$ cat src/rtl/cmp_frame_deframer_if.sv
// Decoded-word input bundle and assembled-frame/monitor output bundle for cmp_frame_deframer.
interface cmp_frame_deframer_if #(
  parameter int unsigned NWORDS = 4,
  parameter int unsigned ERRW   = 8
);
  logic [15:0]              RX_DATA;
  logic [1:0]               RX_ISK;
  logic [1:0]               RX_DISPERR;
  logic [1:0]               RX_NOTINTABLE;
  logic                     ERR_CLR;
  logic [(NWORDS-1)*16-1:0] RCV_DATA;
  logic                     FRAME_VALID;
  logic [NWORDS-2:0]        NONZERO_WORD;
  logic                     LTNCY_TRIG;
  logic [NWORDS-1:0]        CEW;
  logic                     LOCKED;
  logic                     SYNCLOST;
  logic [ERRW-1:0]          SYNC_ERR_CNT;
  logic [ERRW-1:0]          CODE_ERR_CNT;

  modport master (
    output RX_DATA, RX_ISK, RX_DISPERR, RX_NOTINTABLE, ERR_CLR,
    input  RCV_DATA, FRAME_VALID, NONZERO_WORD, LTNCY_TRIG, CEW,
           LOCKED, SYNCLOST, SYNC_ERR_CNT, CODE_ERR_CNT
  );

  modport slave (
    input  RX_DATA, RX_ISK, RX_DISPERR, RX_NOTINTABLE, ERR_CLR,
    output RCV_DATA, FRAME_VALID, NONZERO_WORD, LTNCY_TRIG, CEW,
           LOCKED, SYNCLOST, SYNC_ERR_CNT, CODE_ERR_CNT
  );
endinterface

$ cat src/rtl/cmp_frame_deframer.sv
// Comparator-fiber deframer: K-sync hunt/check/lock, NWORDS-word payload assembly, saturating error counters.
// Optional: define CMP_DEFRAME_ERR_GATE_EN to discard frames with code errors and count them as bad frames.
module cmp_frame_deframer #(
  parameter int unsigned NWORDS     = 4,
  parameter int unsigned LOCK_CNT   = 4,
  parameter int unsigned UNLOCK_CNT = 2,
  parameter int unsigned ERRW       = 8,
  parameter logic [7:0]  SYNC_CODE  = 8'hBC,
  parameter logic [7:0]  LT_CODE    = 8'hFC
) (
  input logic                 CMP_RX_CLK160,
  input logic                 cmp_rx_resetdone,
  cmp_frame_deframer_if.slave link
);
  localparam int unsigned PHW = $clog2(NWORDS);
  localparam int unsigned PW  = (NWORDS-1)*16;
  localparam int unsigned GW  = $clog2(LOCK_CNT+1);
  localparam int unsigned BW  = $clog2(UNLOCK_CNT+1);

  typedef enum logic [1:0] {ST_HUNT, ST_CHECK, ST_LOCKED, ST_LOST} state_t;

  state_t            state_q, state_d;
  logic [PHW-1:0]    ph_q, ph_d, ph_inc;
  logic [GW-1:0]     good_q, good_d;
  logic [BW-1:0]     bad_q, bad_d;
  logic [PW-1:0]     sh_q, sh_d, rcv_q, rcv_d;
  logic [NWORDS-2:0] nz_q, nz_d;
  logic [NWORDS-1:0] cew_q, cew_d;
  logic              lt_q, lt_d, ltout_q, ltout_d, fv_q, fv_d;
  logic [ERRW-1:0]   serr_q, serr_d, cerr_q, cerr_d;
  logic              is_sync, code_err, in_frame, last_ph;
  logic              sync_bad, good_frame, bad_ev, emit_ok;
`ifdef CMP_DEFRAME_ERR_GATE_EN
  logic              fcerr_q, fcerr_d, fsbad_q, fsbad_d, frame_cerr, frame_sbad;
`endif

  always_comb begin
    is_sync    = (link.RX_ISK == 2'b01) &&
                 ((link.RX_DATA[7:0] == SYNC_CODE) || (link.RX_DATA[7:0] == LT_CODE));
    code_err   = (|link.RX_DISPERR) || (|link.RX_NOTINTABLE);
    in_frame   = (state_q == ST_CHECK) || (state_q == ST_LOCKED);
    last_ph    = (ph_q == PHW'(NWORDS-1));
    ph_inc     = last_ph ? '0 : ph_q + 1'b1;
    // Missing sync in slot 0 and misplaced sync elsewhere are the same mismatch.
    sync_bad   = in_frame && ((ph_q == '0) != is_sync);
    good_frame = in_frame && (ph_q == '0) && is_sync;
`ifdef CMP_DEFRAME_ERR_GATE_EN
    frame_cerr = code_err || (fcerr_q && (ph_q != '0));
    frame_sbad = sync_bad || (fsbad_q && (ph_q != '0));
    fcerr_d    = frame_cerr;
    fsbad_d    = frame_sbad;
    bad_ev     = sync_bad || (in_frame && last_ph && frame_cerr && !frame_sbad);
    emit_ok    = !frame_cerr;
`else
    bad_ev     = sync_bad;
    emit_ok    = 1'b1;
`endif

    sh_d = sh_q;
    for (int unsigned k = 1; k + 1 < NWORDS; k++) begin
      if (ph_q == PHW'(k)) sh_d[(k-1)*16 +: 16] = link.RX_DATA;
    end

    lt_d = lt_q;
    if (ph_q == '0) lt_d = is_sync && (link.RX_DATA[7:0] == LT_CODE);

    rcv_d   = rcv_q;
    nz_d    = nz_q;
    ltout_d = ltout_q;
    fv_d    = 1'b0;
    if ((state_q == ST_LOCKED) && last_ph && emit_ok) begin
      rcv_d = sh_q;
      rcv_d[(NWORDS-2)*16 +: 16] = link.RX_DATA;
      for (int unsigned k = 0; k + 1 < NWORDS; k++) nz_d[k] = |rcv_d[k*16 +: 16];
      ltout_d = lt_q;
      fv_d    = 1'b1;
    end

    serr_d = serr_q;
    cerr_d = cerr_q;
    if (bad_ev && (serr_q != '1)) serr_d = serr_q + 1'b1;
    if (code_err && (cerr_q != '1)) cerr_d = cerr_q + 1'b1;
    if (link.ERR_CLR) begin
      serr_d = '0;
      cerr_d = '0;
    end

    state_d = state_q;
    ph_d    = ph_inc;
    good_d  = good_q;
    bad_d   = bad_q;
    case (state_q)
      ST_HUNT: begin
        ph_d = '0;
        if (is_sync) begin
          ph_d    = PHW'(1);
          good_d  = GW'(1);
          bad_d   = '0;
          state_d = (LOCK_CNT <= 1) ? ST_LOCKED : ST_CHECK;
        end
      end
      ST_CHECK: begin
        if (bad_ev) begin
          state_d = ST_HUNT;
          ph_d    = '0;
          good_d  = '0;
        end else if (good_frame) begin
          good_d = good_q + 1'b1;
          if (good_q == GW'(LOCK_CNT-1)) begin
            state_d = ST_LOCKED;
            bad_d   = '0;
          end
        end
      end
      ST_LOCKED: begin
        if (bad_ev) begin
          bad_d = bad_q + 1'b1;
          if (bad_q == BW'(UNLOCK_CNT-1)) state_d = ST_LOST;
        end else if (good_frame) begin
          bad_d = '0;
        end
      end
      ST_LOST: begin
        state_d = ST_HUNT;
        ph_d    = '0;
        good_d  = '0;
        bad_d   = '0;
      end
      default: state_d = ST_HUNT;
    endcase

    cew_d = '0;
    if ((state_d == ST_CHECK) || (state_d == ST_LOCKED)) begin
      for (int unsigned k = 0; k < NWORDS; k++) cew_d[k] = (ph_d == PHW'(k));
    end
  end

  always_ff @(posedge CMP_RX_CLK160 or negedge cmp_rx_resetdone) begin
    if (!cmp_rx_resetdone) begin
      state_q <= ST_HUNT;
      ph_q    <= '0;
      good_q  <= '0;
      bad_q   <= '0;
      sh_q    <= '0;
      rcv_q   <= '0;
      nz_q    <= '0;
      cew_q   <= '0;
      lt_q    <= 1'b0;
      ltout_q <= 1'b0;
      fv_q    <= 1'b0;
      serr_q  <= '0;
      cerr_q  <= '0;
`ifdef CMP_DEFRAME_ERR_GATE_EN
      fcerr_q <= 1'b0;
      fsbad_q <= 1'b0;
`endif
    end else begin
      state_q <= state_d;
      ph_q    <= ph_d;
      good_q  <= good_d;
      bad_q   <= bad_d;
      sh_q    <= sh_d;
      rcv_q   <= rcv_d;
      nz_q    <= nz_d;
      cew_q   <= cew_d;
      lt_q    <= lt_d;
      ltout_q <= ltout_d;
      fv_q    <= fv_d;
      serr_q  <= serr_d;
      cerr_q  <= cerr_d;
`ifdef CMP_DEFRAME_ERR_GATE_EN
      fcerr_q <= fcerr_d;
      fsbad_q <= fsbad_d;
`endif
    end
  end

  assign link.RCV_DATA     = rcv_q;
  assign link.FRAME_VALID  = fv_q;
  assign link.NONZERO_WORD = nz_q;
  assign link.LTNCY_TRIG   = ltout_q;
  assign link.CEW          = cew_q;
  assign link.LOCKED       = (state_q == ST_LOCKED);
  assign link.SYNCLOST     = (state_q == ST_LOST);
  assign link.SYNC_ERR_CNT = serr_q;
  assign link.CODE_ERR_CNT = cerr_q;
endmodule
$ cat src/flat_wrapper.sv
// flat-port wrapper written by rule: the top's interface ports become plain ports
module cmp_frame_deframer_flat 
#(
  parameter int unsigned NWORDS     = 4,
  parameter int unsigned LOCK_CNT   = 4,
  parameter int unsigned UNLOCK_CNT = 2,
  parameter int unsigned ERRW       = 8,
  parameter logic [7:0]  SYNC_CODE  = 8'hBC,
  parameter logic [7:0]  LT_CODE    = 8'hFC
)
  (CMP_RX_CLK160, cmp_rx_resetdone, link_RX_DATA, link_RX_ISK, link_RX_DISPERR, link_RX_NOTINTABLE, link_ERR_CLR, link_RCV_DATA, link_FRAME_VALID, link_NONZERO_WORD, link_LTNCY_TRIG, link_CEW, link_LOCKED, link_SYNCLOST, link_SYNC_ERR_CNT, link_CODE_ERR_CNT);
  cmp_frame_deframer_if #(.NWORDS(NWORDS), .ERRW(ERRW)) link_i ();
  input logic CMP_RX_CLK160;
  input logic cmp_rx_resetdone;
  input wire logic [$bits(link_i.RX_DATA)-1:0] link_RX_DATA;
  input wire logic [$bits(link_i.RX_ISK)-1:0] link_RX_ISK;
  input wire logic [$bits(link_i.RX_DISPERR)-1:0] link_RX_DISPERR;
  input wire logic [$bits(link_i.RX_NOTINTABLE)-1:0] link_RX_NOTINTABLE;
  input wire logic [$bits(link_i.ERR_CLR)-1:0] link_ERR_CLR;
  output wire logic [$bits(link_i.RCV_DATA)-1:0] link_RCV_DATA;
  output wire logic [$bits(link_i.FRAME_VALID)-1:0] link_FRAME_VALID;
  output wire logic [$bits(link_i.NONZERO_WORD)-1:0] link_NONZERO_WORD;
  output wire logic [$bits(link_i.LTNCY_TRIG)-1:0] link_LTNCY_TRIG;
  output wire logic [$bits(link_i.CEW)-1:0] link_CEW;
  output wire logic [$bits(link_i.LOCKED)-1:0] link_LOCKED;
  output wire logic [$bits(link_i.SYNCLOST)-1:0] link_SYNCLOST;
  output wire logic [$bits(link_i.SYNC_ERR_CNT)-1:0] link_SYNC_ERR_CNT;
  output wire logic [$bits(link_i.CODE_ERR_CNT)-1:0] link_CODE_ERR_CNT;
  assign link_i.RX_DATA = link_RX_DATA;
  assign link_i.RX_ISK = link_RX_ISK;
  assign link_i.RX_DISPERR = link_RX_DISPERR;
  assign link_i.RX_NOTINTABLE = link_RX_NOTINTABLE;
  assign link_i.ERR_CLR = link_ERR_CLR;
  assign link_RCV_DATA = link_i.RCV_DATA;
  assign link_FRAME_VALID = link_i.FRAME_VALID;
  assign link_NONZERO_WORD = link_i.NONZERO_WORD;
  assign link_LTNCY_TRIG = link_i.LTNCY_TRIG;
  assign link_CEW = link_i.CEW;
  assign link_LOCKED = link_i.LOCKED;
  assign link_SYNCLOST = link_i.SYNCLOST;
  assign link_SYNC_ERR_CNT = link_i.SYNC_ERR_CNT;
  assign link_CODE_ERR_CNT = link_i.CODE_ERR_CNT;
  cmp_frame_deframer #(.NWORDS(NWORDS), .LOCK_CNT(LOCK_CNT), .UNLOCK_CNT(UNLOCK_CNT), .ERRW(ERRW), .SYNC_CODE(SYNC_CODE), .LT_CODE(LT_CODE)) u_core (.CMP_RX_CLK160(CMP_RX_CLK160), .cmp_rx_resetdone(cmp_rx_resetdone), .link(link_i));
endmodule
$ cat config.mk
export PLATFORM = sky130hd
export DESIGN_NAME = cmp_frame_deframer_flat
export DESIGN_NICKNAME = d
export VERILOG_FILES = /design/src/rtl/cmp_frame_deframer_if.sv /design/src/rtl/cmp_frame_deframer.sv /design/src/flat_wrapper.sv
export SDC_FILE = /design/constraint.sdc
export NUM_CORES = 1
export LEC_CHECK = 0
export ABC_CLOCK_PERIOD_IN_PS = 4500
export BUFFER_PORTS_ARGS = -buffer_cell sky130_fd_sc_hd__buf_2
export CAP_MARGIN = 10
export CORE_MARGIN = 2
export CORE_UTILIZATION = 59
export DETAILED_ROUTE_END_ITERATION = 8
export GPL_TIMING_DRIVEN = 1
export PLACE_DENSITY = 0.85
export SLEW_MARGIN = 20
export SYNTH_ARGS = -nofsm -noshare
export SYNTH_HDL_FRONTEND = slang
export SYNTH_SLANG_ARGS = --single-unit
$ cat constraint.sdc
create_clock -name CMP_RX_CLK160 -period 4.5 [get_ports CMP_RX_CLK160]
set_input_delay 0.225 -clock CMP_RX_CLK160 [delete_from_list [all_inputs] [get_ports CMP_RX_CLK160]]
set_output_delay 0.225 -clock CMP_RX_CLK160 [all_outputs]
set_load 0.03 [all_outputs]
==> results.cfg, run 1 <==
[routing]
detail_route.wl_per_cell_um = 18.1
num_vias = 3402
ant_nets = 0
dr.pass1.iters = 5
vias_per_cell = 5.70
drt-initial-drc-count = 211
drcViolationCount = 0
wirelength_mm = 10.8

[floorplan]
boundaryPins = 100
die_w_um = 96.0
die-area_um2 = 9220
start_util = 0.608
die_h_um = 96.0
rows = 33
coreArea_um2 = 8220

[clocking]
root_buffer = clkbuf_8
cts_tree = yes
clock_sinks = 115
ctsHoldBuffers = 4
cts.htree.levels = 4
post_cts_buffers = 0
cts_buffer_depth = 2
insertion_delay_ps = 510
numCtsBuffers = 17
clk_pin_slew_ps = 60
cts_resized = 0

[worst_setup_path]
crit_path_end_kind = register
r2r_start = u_core.state_q[0]
crit_required_ps = 4940
worst_ep_arrival_time_ps = 2840
r2r_slack_ps = 2100
reg2reg_to = u_core.link.SYNC_ERR_CNT[4]
cp_max_fo = 8
r2r_cells = 8
startpoint_type = register
worstSetupPathType = reg2reg

[global_routing]
grt_pass1_vias = 3469
grt_overflow = 0
grt_pass1_wl_mm = 17.6
grt_start_max_net_pins = 90
grt_antenna_before_repair = 0
grt_usage = 0.257

[power_and_ir_drop]
p_leak_nw = 3.18
power_frac_clock = 0.410
p_switching_w = 0.000903
combPwrFrac = 0.171
internal-power_w = 0.00224
switching_share = 0.287
p_per_area_nw_per_um2 = 506
ir_worst_vdd_mv = 0.376
power_w = 0.00314
p_seq_frac = 0.419

[synth]
syn_inst = 367
synth_largest_area_cell = dfrtp_1
synthArstFlopShare = 1.00
synth_nets = 405
yosysMostFrequentCell = dfrtp_1
synth_area_leaders = dfrtp_1 (58%), mux2_2 (18%), ha_1 (3.3%)
synth.cell_area_um2 = 4990
synthFlopType = dfrtp_1
yosys_warnings = 0
synth_common_cells = dfrtp_1 (115), mux2_2 (81), nor2_1 (20)
syn_avg_cell_area_um2 = 13.6
synth-seq-area-share = 0.576
synth.distinct_cells = 51
synthDominantCellAreaShare = 0.576
synth.ff_latch_count = 115
synth_edf_count = 0

[sta]
rsz0062_at_grt = no
fin_crit_sh = 0.534
setup_viol = 0
worstMarginPinSlew_ps = 788
hold_viol_final = 0
post-route-min-period_ps = 2400
clock.fmax_ghz = 0.416
fin_tns_setup_ps = 0
slew_viol_final = 0
slew_headroom = 0.475
finClkSkew_ps = 10.6

[cells_and_area]
fill_cells = 516
regArea_um2 = 2880
layout-drive-gt1-share = 0.463
antenna_cells = 0
multiInputGateArea_um2 = 2010
nets = 517
area_growth_pct = 24.4

[placed_design]
dp_hpwl_mm = 7.17
gp_congestion = 0.797
io_buffers = 99

[run_status]
status = completed

[run]
maxCapViolCount = 0

[min_path]
hold_start = link_RX_DATA[8]
hold_end = u_core.sh_q[8]
holdPathStages = 2
min_path_type = in2reg
power groups by stage:
stage / Sequential (W) / Clock, W / Combinational (W)
after floorplan: 0.00132 / 0 / 0.000361
after global placement: 0.00131 / 0 / 0.000497
after detailed placement: 0.00133 / 0 / 0.000518
after CTS: 0.00131 / 0.00131 / 0.000541
after global routing: 0.00134 / 0.00136 / 0.000591
final: 0.00132 / 0.00129 / 0.000537
layout by cell type, fill, tap and decap left out, drive strengths merged, types with 3 or more instances in the layout:
cell         synthesis  layout
mux2                81      81
o21ai                6       6
nand2               16      16
a21oi                3       3
and3                 3       3
buf                  3     101
clkbuf               9      18
xnor2                4       4
ha                  13      13
clkinv               0       6
nor3                 3       3
dlygate4sd3          0       4
inv                 15      19
nor2                20      20
dfrtp              115     115
a41oi                4       4
nand4                9       9
nor4                13      13
o31ai                3       3
xor2                10      10
nand3                6       6
mux2i                4       4
sequential cells by signal (all words and copies together) (netlist names), 3 cells and up:
| register | cells |
|---|---|
| u_core.link.NONZERO_WORD | 3 |
| u_core.sh_q | 32 |
| u_core.good_q | 3 |
| u_core.link.CODE_ERR_CNT | 8 |
| u_core.link.SYNC_ERR_CNT | 8 |
| u_core.link.CEW | 4 |
| u_core.link.RCV_DATA | 48 |
cell type report:
type                       instances  share of cell area
clock buffer                      18              0.0689
clock inverter                    14              0.0244
inverter                          15             0.00906
multi-input combinational        225               0.324
sequential                       115               0.463
tap                              105              0.0211
timing repair buffer             105              0.0896
kinds of logic after synthesis:
group,after synthesis,share of synthesized area
XOR/XNOR,14,0.0261
multiplexers,85,0.191
AND/OR/NAND/NOR,81,0.0944
adder cells (fa/ha/maj),13,0.0326
flip-flops,115,0.576
AO/OA/AOI/OAI,32,0.0584
buffers and inverters,27,0.0218
critical path, cell delays in order (launching register included):
cell,delay [ps]
dfrtp_1,380
inv_1,130
ha_1,460
nor2b_1,210
nand4_1,230
nand2_1,260
o21ai_2,150
or3_1,370
a21oi_1,140
through the flow:
step	std cells	instance area (um^2)	hold WS (ps)	util	setup WS, ps
2_1_floorplan	367	4990	-70.6	-	2420
3_3_place_gp	561	5590	460	0.680	2290
3_5_place_dp	561	5590	465	0.680	2170
4_1_cts	597	6210	0.734	0.756	2140
5_1_grt	597	6210	20.0	0.756	1890
6_report	597	6210	21.2	0.756	2100
worst max path at each step:
stage / startpoint / endpoint / slack, ps / cells after the start
floorplan: u_core.state_q[0] / u_core.link.SYNC_ERR_CNT[4] / 2420 / 8
detailed placement: u_core.state_q[0] / u_core.link.SYNC_ERR_CNT[4] / 2170 / 8
global placement: u_core.state_q[0] / u_core.link.SYNC_ERR_CNT[4] / 2290 / 8
finish: u_core.state_q[0] / u_core.link.SYNC_ERR_CNT[4] / 2100 / 8
CTS: u_core.state_q[0] / u_core.link.SYNC_ERR_CNT[4] / 2140 / 8
global route: u_core.state_q[0] / u_core.link.SYNC_ERR_CNT[4] / 1890 / 8
metal layers:
metal / wire [um] / global-route usage / vias up
met1: 4760 / 0.346 / 1722
met4: 157 / 0.0952 / 0
met5: 0 / 0 / -
met2: 5380 / 0.405 / 106
met3: 541 / 0.0658 / 15
li1: - / - / 1559
(Power assumes the default switching activity.)
==> run 2: changes to the inputs <==
Settings changed: ABC_CLOCK_PERIOD_IN_PS 4500 to 2200, CORE_UTILIZATION 59 to 49, PLACE_DENSITY 0.85 to 0.75.
Clock period 4.5 ns to 2.2 ns, I/O delays scaled along.
==> run 2 against run 1 <==
Against the previous run: setup slack lost 2000 ps; non-clock buffer count increased by 24; sequential power rose by 100%; sequential cell count is the same; clock skew decreased by 2.8 ps; combinational power is 120% higher; power increased by 120%; hold slack improved by 11 ps; sequential share of layout area down 2.5 points; critical endpoint is now u_core.link.CEW[2]; largest cell class unchanged.
==> results.cfg, run 2 (synthesized netlist as in run 1, its figures left out) <==
[run_status]
status = completed

[cells_and_area]
layout-drive-gt1-share = 0.473
antenna_cells = 0
largest_reg_flops = 48
nets = 541
final_cell_mix = dfrtp_1 (115), buf_2 (98), mux2_2 (81), nor2_1 (20), dlygate4sd3_1 (17)
area_growth_pct = 31.5
fin_cells = 649
finish.instance_area_um2 = 6570
final_common_cell = dfrtp_1

[sta]
slew_headroom = 0.693
fin_crit_sh = 0.962
worstMarginPinSlew_ps = 461
slew_viol_final = 0
setup_slack_ps = 84.4
hold_viol_final = 0
clock.fmax_ghz = 0.473
post-route-min-period_ps = 2120
finClkSkew_ps = 7.79
setup_viol = 0

[routing]
ant_nets = 0
num_vias = 3487
wirelength_mm = 11.6
vias_per_cell = 5.37
detail_route.wl_per_cell_um = 17.8
dr.pass1.iters = 4
drt-initial-drc-count = 146
drcViolationCount = 0

[worst_setup_path]
cpPeakStageDelay_ps = 390
critPathSlowestCell = dfrtp_1
r2r_start = u_core.state_q[0]
reg2reg_to = u_core.link.CEW[2]
worstSetupPathType = reg2reg
cp_max_fo = 7
r2r_cells = 9
crit_required_ps = 2620
startpoint_type = register
crit_chain = inv_2 > ha_1 > buf_4 > nand3_2 > nor4_4 > o21bai_2 > a22oi_4 > xnor2_4 > nor3_1
worst_ep_arrival_time_ps = 2540
crit_path_end_kind = register
r2r_slack_ps = 80

[placed_design]
io_buffers = 99
gp_congestion = 0.853
dpl.cell_count = 597
dpl_cell_area_um2 = 5710
place_worst_setup_slack_ps = 128
dp_hpwl_mm = 7.58

[global_routing]
grt_pass1_vias = 3579
grt_overflow = 0
grt_pass1_wl_mm = 18.4
grt_start_max_net_pins = 45
grt_usage = 0.217
grt_antenna_before_repair = 0

[min_path]
hold_start = link_RX_DATA[4]
holdPathStages = 2
hold_end = u_core.sh_q[4]
min_path_type = in2reg

[floorplan]
die_w_um = 105
boundaryPins = 100
die_h_um = 105
rows = 36
coreArea_um2 = 9820
die-area_um2 = 11000
start_util = 0.509

[power_and_ir_drop]
p_leak_nw = 3.32
ir_worst_vdd_mv = 0.532
p_per_area_nw_per_um2 = 1030

[clocking]
root_buffer = clkbuf_8
numCtsBuffers = 17
cts_tree = yes
clk_pin_slew_ps = 60
insertion_delay_ps = 520
cts.htree.levels = 4
clock_sinks = 115
cts_buffer_depth = 2

[run]
maxCapViolCount = 0
==> run 2: how the worst max path moves through the flow <==
stage,start,endpoint,slack [ps],cells after the start
finish,u_core.state_q[0],u_core.link.CEW[2],80,9
CTS,u_core.state_q[0],u_core.link.CEW[1],90,9
global route,u_core.state_q[0],u_core.link.CEW[1],-20,9
floorplan,u_core.state_q[0],u_core.link.SYNC_ERR_CNT[4],120,8
global placement,u_core.state_q[0],u_core.link.CEW[2],240,9
detailed placement,u_core.state_q[0],u_core.link.CEW[1],130,9
==> run 2: cell type report <==
cell class / instances / area [um^2]
Multi-Input combinational cell: 225 / 2050
Clock buffer: 17 / 414
Inverter: 15 / 56.3
Sequential cell: 115 / 2880
Tap cell: 133 / 166
Timing Repair Buffer: 129 / 791
Clock inverter: 15 / 214
Fill cell: 726 / 3250
==> run 2: per-layer routing <==
| layer | track usage | routed length (um) | share of wire |
|---|---|---|---|
| met1 | 0.267 | 4840 | 0.42 |
| met2 | 0.357 | 5940 | 0.51 |
| met3 | 0.0555 | 634 | 0.055 |
| met4 | 0.104 | 145 | 0.013 |
| met5 | 0 | 0 | 0 |
==> run 2: critical path, delay by kind of cell (launching register included) <==
family | cells | cell delay [ps]
compound gates | 2 | 360
buf+inv | 2 | 240
xor+xnor | 1 | 130
fa+ha+maj | 1 | 300
flops | 1 | 390
simple gates | 3 | 610
==> run 2: per-stage QoR <==
step	util	total power (W)	hold WS, ps	setup TNS, ps
5_1_grt	0.669	0.00704	5.30	-45.5
3_5_place_dp	0.581	0.00381	81.2	0
6_report	0.669	0.00677	32.3	0
2_1_floorplan	-	0.00343	-186	0
3_3_place_gp	0.581	0.00374	74.2	0
4_1_cts	0.663	0.00676	9.10	0
==> run 2: repair_timing <==
action / 4_1_cts / 5_1_grt
resized for setup: 0 / 7
hold buffers: 17 / 0
hold endpoints to repair: 178 / 0
buffers inserted: 0 / 3
setup endpoints to repair: 0 / 5
==> run 2: where the power goes <==
group	switching [W]	leakage, nW	internal, W
sequential	0.000258	1.53	0.00243
combinational	0.000613	1.50	0.000559
clock	0.000966	0.299	0.00194
total	0.00184	3.32	0.00493
